==> src/rtl/sync_fifo_pro.sv <==
`default_nettype none
// ============================================================================
//  Module   : sync_fifo_pro
//  Brief    : Single-clock FIFO, arbitrary depth, level flags, sticky errors,
//             synchronous flush, standard or first-word-fall-through read.
//  Revision : 1.0
// ============================================================================
module sync_fifo_pro #(
    parameter  int WIDTH = 8,
    parameter  int DEPTH = 64,
    parameter  int FWFT  = 0,
    parameter  int AF_TH = DEPTH - 2,
    parameter  int AE_TH = 2,
    localparam int CW    = $clog2(DEPTH + 1)
) (
    input  logic             clk,
    input  logic             rst_n,
    input  logic             flush,
    input  logic             write,
    input  logic [WIDTH-1:0] data_in,
    input  logic             read,
    output logic [WIDTH-1:0] data_out,
    output logic             rd_valid,
    output logic             full,
    output logic             empty,
    output logic             almost_full,
    output logic             almost_empty,
    output logic [CW-1:0]    count,
    output logic             overflow,
    output logic             underflow,
    input  logic             clr_err
);

    localparam int PW = $clog2(DEPTH);
    localparam logic [PW-1:0] C_PTR_LAST = PW'(DEPTH - 1);
    localparam logic [CW-1:0] C_DEPTH    = CW'(DEPTH);
    localparam logic [CW-1:0] C_AF_TH    = CW'(AF_TH);
    localparam logic [CW-1:0] C_AE_TH    = CW'(AE_TH);

    logic [WIDTH-1:0] r_mem [DEPTH];
    logic [PW-1:0]    r_wr_ptr;
    logic [PW-1:0]    r_rd_ptr;
    logic [CW-1:0]    r_count;
    logic             r_full;
    logic             r_empty;
    logic             r_almost_full;
    logic             r_almost_empty;
    logic             r_overflow;
    logic             r_underflow;

    logic             w_wr_acc;
    logic             w_rd_acc;
    logic [CW-1:0]    w_count_nxt;
    logic [PW-1:0]    w_wr_ptr_inc;
    logic [PW-1:0]    w_rd_ptr_inc;

    // Acceptance is judged on registered flags; flush suppresses both sides.
    always_comb begin
        w_wr_acc     = write & ~r_full & ~flush;
        w_rd_acc     = read & ~r_empty & ~flush;
        w_count_nxt  = flush ? '0 : (r_count + CW'(w_wr_acc) - CW'(w_rd_acc));
        w_wr_ptr_inc = (r_wr_ptr == C_PTR_LAST) ? '0 : (r_wr_ptr + PW'(1));
        w_rd_ptr_inc = (r_rd_ptr == C_PTR_LAST) ? '0 : (r_rd_ptr + PW'(1));
    end

    always_ff @(posedge clk) begin
        if (w_wr_acc) begin
            r_mem[r_wr_ptr] <= data_in;
        end
    end

    always_ff @(posedge clk or negedge rst_n) begin
        if (!rst_n) begin
            r_wr_ptr       <= '0;
            r_rd_ptr       <= '0;
            r_count        <= '0;
            r_full         <= 1'b0;
            r_empty        <= 1'b1;
            r_almost_full  <= 1'b0;
            r_almost_empty <= 1'b1;
        end else begin
            if (flush) begin
                r_wr_ptr <= '0;
                r_rd_ptr <= '0;
            end else begin
                if (w_wr_acc) r_wr_ptr <= w_wr_ptr_inc;
                if (w_rd_acc) r_rd_ptr <= w_rd_ptr_inc;
            end
            r_count        <= w_count_nxt;
            r_full         <= (w_count_nxt == C_DEPTH);
            r_empty        <= (w_count_nxt == '0);
            r_almost_full  <= (w_count_nxt >= C_AF_TH);
            r_almost_empty <= (w_count_nxt <= C_AE_TH);
        end
    end

    // Flush-cycle requests are dropped silently, so they never raise errors.
    always_ff @(posedge clk or negedge rst_n) begin
        if (!rst_n) begin
            r_overflow  <= 1'b0;
            r_underflow <= 1'b0;
        end else if (clr_err) begin
            r_overflow  <= 1'b0;
            r_underflow <= 1'b0;
        end else begin
            if (write & r_full & ~flush)  r_overflow  <= 1'b1;
            if (read & r_empty & ~flush)  r_underflow <= 1'b1;
        end
    end

    generate
        if (FWFT != 0) begin : g_fwft
            assign data_out = r_empty ? '0 : r_mem[r_rd_ptr];
            assign rd_valid = ~r_empty;
        end else begin : g_std
            logic [WIDTH-1:0] r_data_out;
            logic             r_rd_valid;

            always_ff @(posedge clk or negedge rst_n) begin
                if (!rst_n) begin
                    r_data_out <= '0;
                    r_rd_valid <= 1'b0;
                end else begin
                    r_rd_valid <= w_rd_acc;
                    if (w_rd_acc) r_data_out <= r_mem[r_rd_ptr];
                end
            end

            assign data_out = r_data_out;
            assign rd_valid = r_rd_valid;
        end
    endgenerate

    assign full         = r_full;
    assign empty        = r_empty;
    assign almost_full  = r_almost_full;
    assign almost_empty = r_almost_empty;
    assign count        = r_count;
    assign overflow     = r_overflow;
    assign underflow    = r_underflow;

endmodule
`default_nettype wire

==> config.mk <==
export PLATFORM = sky130hd
export DESIGN_NAME = sync_fifo_pro
export DESIGN_NICKNAME = d
export VERILOG_FILES = /design/src/rtl/sync_fifo_pro.sv
export SDC_FILE = /design/constraint.sdc
export NUM_CORES = 1
export LEC_CHECK = 0
export ABC_AREA = 1
export CELL_PAD_IN_SITES_DETAIL_PLACEMENT = 1
export CELL_PAD_IN_SITES_GLOBAL_PLACEMENT = 1
export CORE_MARGIN = 2
export CORE_UTILIZATION = 51
export DETAILED_ROUTE_END_ITERATION = 8
export GPL_ROUTABILITY_DRIVEN = 0
export PLACE_DENSITY = 0.86
export SYNTH_ARGS = -nofsm -noshare
export SYNTH_HDL_FRONTEND = slang
export SYNTH_SLANG_ARGS = --single-unit
==> constraint.sdc <==
create_clock -name clk -period 3.2 [get_ports clk]
set_input_delay 0.8 -clock clk [delete_from_list [all_inputs] [get_ports clk]]
set_output_delay 0.8 -clock clk [all_outputs]
set_load 0.02 [all_outputs]
==> metrics.txt <==
Die ar.=46200 um^2; Die Y-Extent=215 um; Pins Over Slew Limit=0; clk_lat worst skew=0.61 ns; post-synthesis cell area=22700 um^2; setup ws final=0.147 ns; main combinational cell family by area after synthesis=simple AND/OR/NAND/NOR gates; Fin Clk Skew=0.0265 ns; Worst Hold Class=in2async; HPWL after DPL=41400 um; worst-case clock buffer depth=3; critical path startpoint category=primary input; Num CTS Buffers=55; core area=44000 um^2; Remaining DRCs=0; Max Freq=328 MHz; Post-Synthesis Cells=1960; wire length per cell=25.3 um; max-cap violation count=0; antenna viol nets, final=0; Initial DRC Count=1735; CTS sink cnt=546; Synth Area in Adders=0.585%; slew margin rel.=43.0%; Distinct cells, synth=30; largest area contributor in the netlist=edfxtp_1; area share of the largest cell type after synthesis=67.8%; Nets=2082; Final setup viols=0; Worst-path clk slew=0.06 ns; syn_area_per_cell=11.6 um^2; #FFs+latches synth=546; largest net degree at the start of global routing=135; status=finished, final reports clean; post-CTS setup buffer count=0; Via Count=16.3k; vias per cell=6.06; Max VDD drop=0.535 mV; vias in the first global route=17.8k; I/O pins=36; CP required=3.72 ns; initial antenna violation count=0; die width=215 um; post-layout util=58.5%; post-synthesis net count=1984; Leakage=9.44 nW; Detailed Routing Iterations Pass 1=7; H-tree Lvls=2; post-synthesis mux area share=0%; simple-gate share of the synthesized area=23.0%; drt total wl=68100 um; Row Count=77; Slew @ Worst Pin=0.856 ns; Tcrit/Tclk final=95.4%; Root Buffer=clkbuf_16; xor/xnor cell area share of the yosys netlist=0.193%; ANT cells=0; Final TNS setup=0 ns; I/O Buffers=35; Syn. warnings=0; WP data arrival=3.57 ns; Synth-to-Final Area Change=13.6%; Compound-Gate Fraction of Synth Area=0.596%; final hold vios=0; crit path kind=in2reg; post-synthesis sequential area ratio=71.6%; FF-to-FF path depth=14; Setup crit end kind=flop; Placed Cells incl. Taps=2593; share of layout cells above drive strength 1=10.6%; P per Cell Area=672 nW/um^2; post-route minimum period=3.05 ns; Max FO, Critical Path=3; synth top area cells=edfxtp_1 68%, nand3_1 11%, nand2_1 11%, dfrtp_1 3.5%, nor2_1 1.4%; GRT Total Usage=29.7%; cts hold-fix bufs=0; initial core utilization=51.5%; CTS tree=done; fin area=25800 um^2; first-pass GRT wire length=104000 um; final std cells w/o fill=2693; GRT overflow=0; DP Area=24000 um^2; Place WS=-0.700 ns
[timing repair]
action	CTS	global route
pin swaps	0	1
resized for setup	3	9
endpoints found under the setup margin	5	5
[cell type report]
type                       instances  area [um^2]
inverter                          40          158
clock inverter                    30          209
fill                            4568        18300
sequential                       546        16200
clock buffer                      70         1480
tap                              592          741
multi-input combinational       1260         5570
timing repair buffer             155         1370
[synth_stat cells]
cell type  number
nand2_1       638
edfxtp_1      512
nand3_1       481
nor2_1         83
buf_2          60
inv_1          34
dfrtp_1        32
buf_6          24
clkbuf_1       13
buf_4          11
nand4_1        10
ha_1            9
o21ai_0         8
a21oi_1         7
nor3_1          7
clkinv_1        5
o22ai_1         5
buf_1           3
xor2_1          3
a31oi_1         2
dfstp_2         2
or2_2           2
xnor2_1         2
buf_12          1
buf_8           1
clkbuf_2        1
fa_1            1
inv_6           1
o21bai_1        1
o32ai_1         1
[layer usage]
layer / wire [um] / GRT usage [%] / vias to the layer above
met1: 25300 / 35.9 / 8266
met5: 0 / 0 / -
li1: - / - / 7054
met3: 4590 / 5.15 / 227
met4: 3360 / 14.7 / 0
met2: 34900 / 51.7 / 780
[logic make-up after synthesis]
family,count (synthesis)
buffers and inverters,154
AOI/OAI and AO/OA,24
adders and majority gates,10
DFF,546
and+or+nand+nor,1221
xor gates and xnor gates,5
[through the flow]
step / hold WS (ns) / power (mW)
2_1_floorplan: 0.504 / 10.0
3_3_place_gp: 0.472 / 10.9
3_5_place_dp: 0.486 / 11.2
4_1_cts: 0.315 / 17.3
5_1_grt: 0.327 / 17.9
6_report: 0.290 / 17.3
[report_power, final]
| group | switching, mW | total (mW) | leakage (nW) | internal, mW |
|---|---|---|---|---|
| sequential | 0.120 | 8.08 | 5.04 | 7.96 |
| clock | 2.69 | 6.17 | 0.835 | 3.48 |
| combinational | 2.11 | 3.07 | 3.56 | 0.964 |
| total | 4.92 | 17.3 | 9.44 | 12.4 |
[flip-flops by register name (all words and copies together), names as in the netlist]
signal / flops
empty: 1
underflow: 1
rd_valid: 1
r_rd_ptr: 6
full: 1
overflow: 1
data_out: 8
r_mem: 512
almost_full: 1
count: 7
r_wr_ptr: 6
almost_empty: 1
[cells in the final DEF, fill, tap and decap left out, types with 4 or more instances in the layout]
cell / synthesis / routed
dfrtp_1: 32 / 29
clkinv_1: 5 / 18
clkinv_2: 0 / 14
buf_4: 11 / 107
a21oi_1: 7 / 7
nand3_1: 481 / 480
nor2_1: 83 / 81
ha_1: 9 / 9
clkdlybuf4s50_1: 0 / 26
o22ai_1: 5 / 5
clkbuf_1: 13 / 13
nand4_1: 10 / 10
inv_1: 34 / 31
clkbuf_16: 0 / 57
buf_2: 60 / 9
nor3_1: 7 / 4
o21ai_0: 8 / 6
edfxtp_1: 512 / 512
buf_12: 1 / 13
nand2_1: 638 / 637
[worst paths after layout]
check / end / start / slack (ns)
setup / recovery: empty / write / 0.15
hold reg to reg: data_out[4] / data_out[4] / 0.50
hold / removal: data_out[3] / rst_n / 0.29
min in group clk: data_out[4] / data_out[4] / 0.50
setup reg to reg: empty / full / 0.48
max in group asynchronous: r_rd_ptr[1] / rst_n / 2.27
[critical path, cell delays in order]
cell and delay, ns:
clkdlybuf4s50_1 0.51, inv_1 0.09, nor2_4 0.12, inv_1 0.09, nor2_2 0.12, inv_1 0.08
ha_1 0.28, inv_1 0.04, ha_1 0.20, fa_2 0.38, nand4_1 0.10, nand3_1 0.10
or2_2 0.29, nand3_2 0.10, inv_2 0.08, nor3_2 0.19
Power figures use the tool's default switching activity.
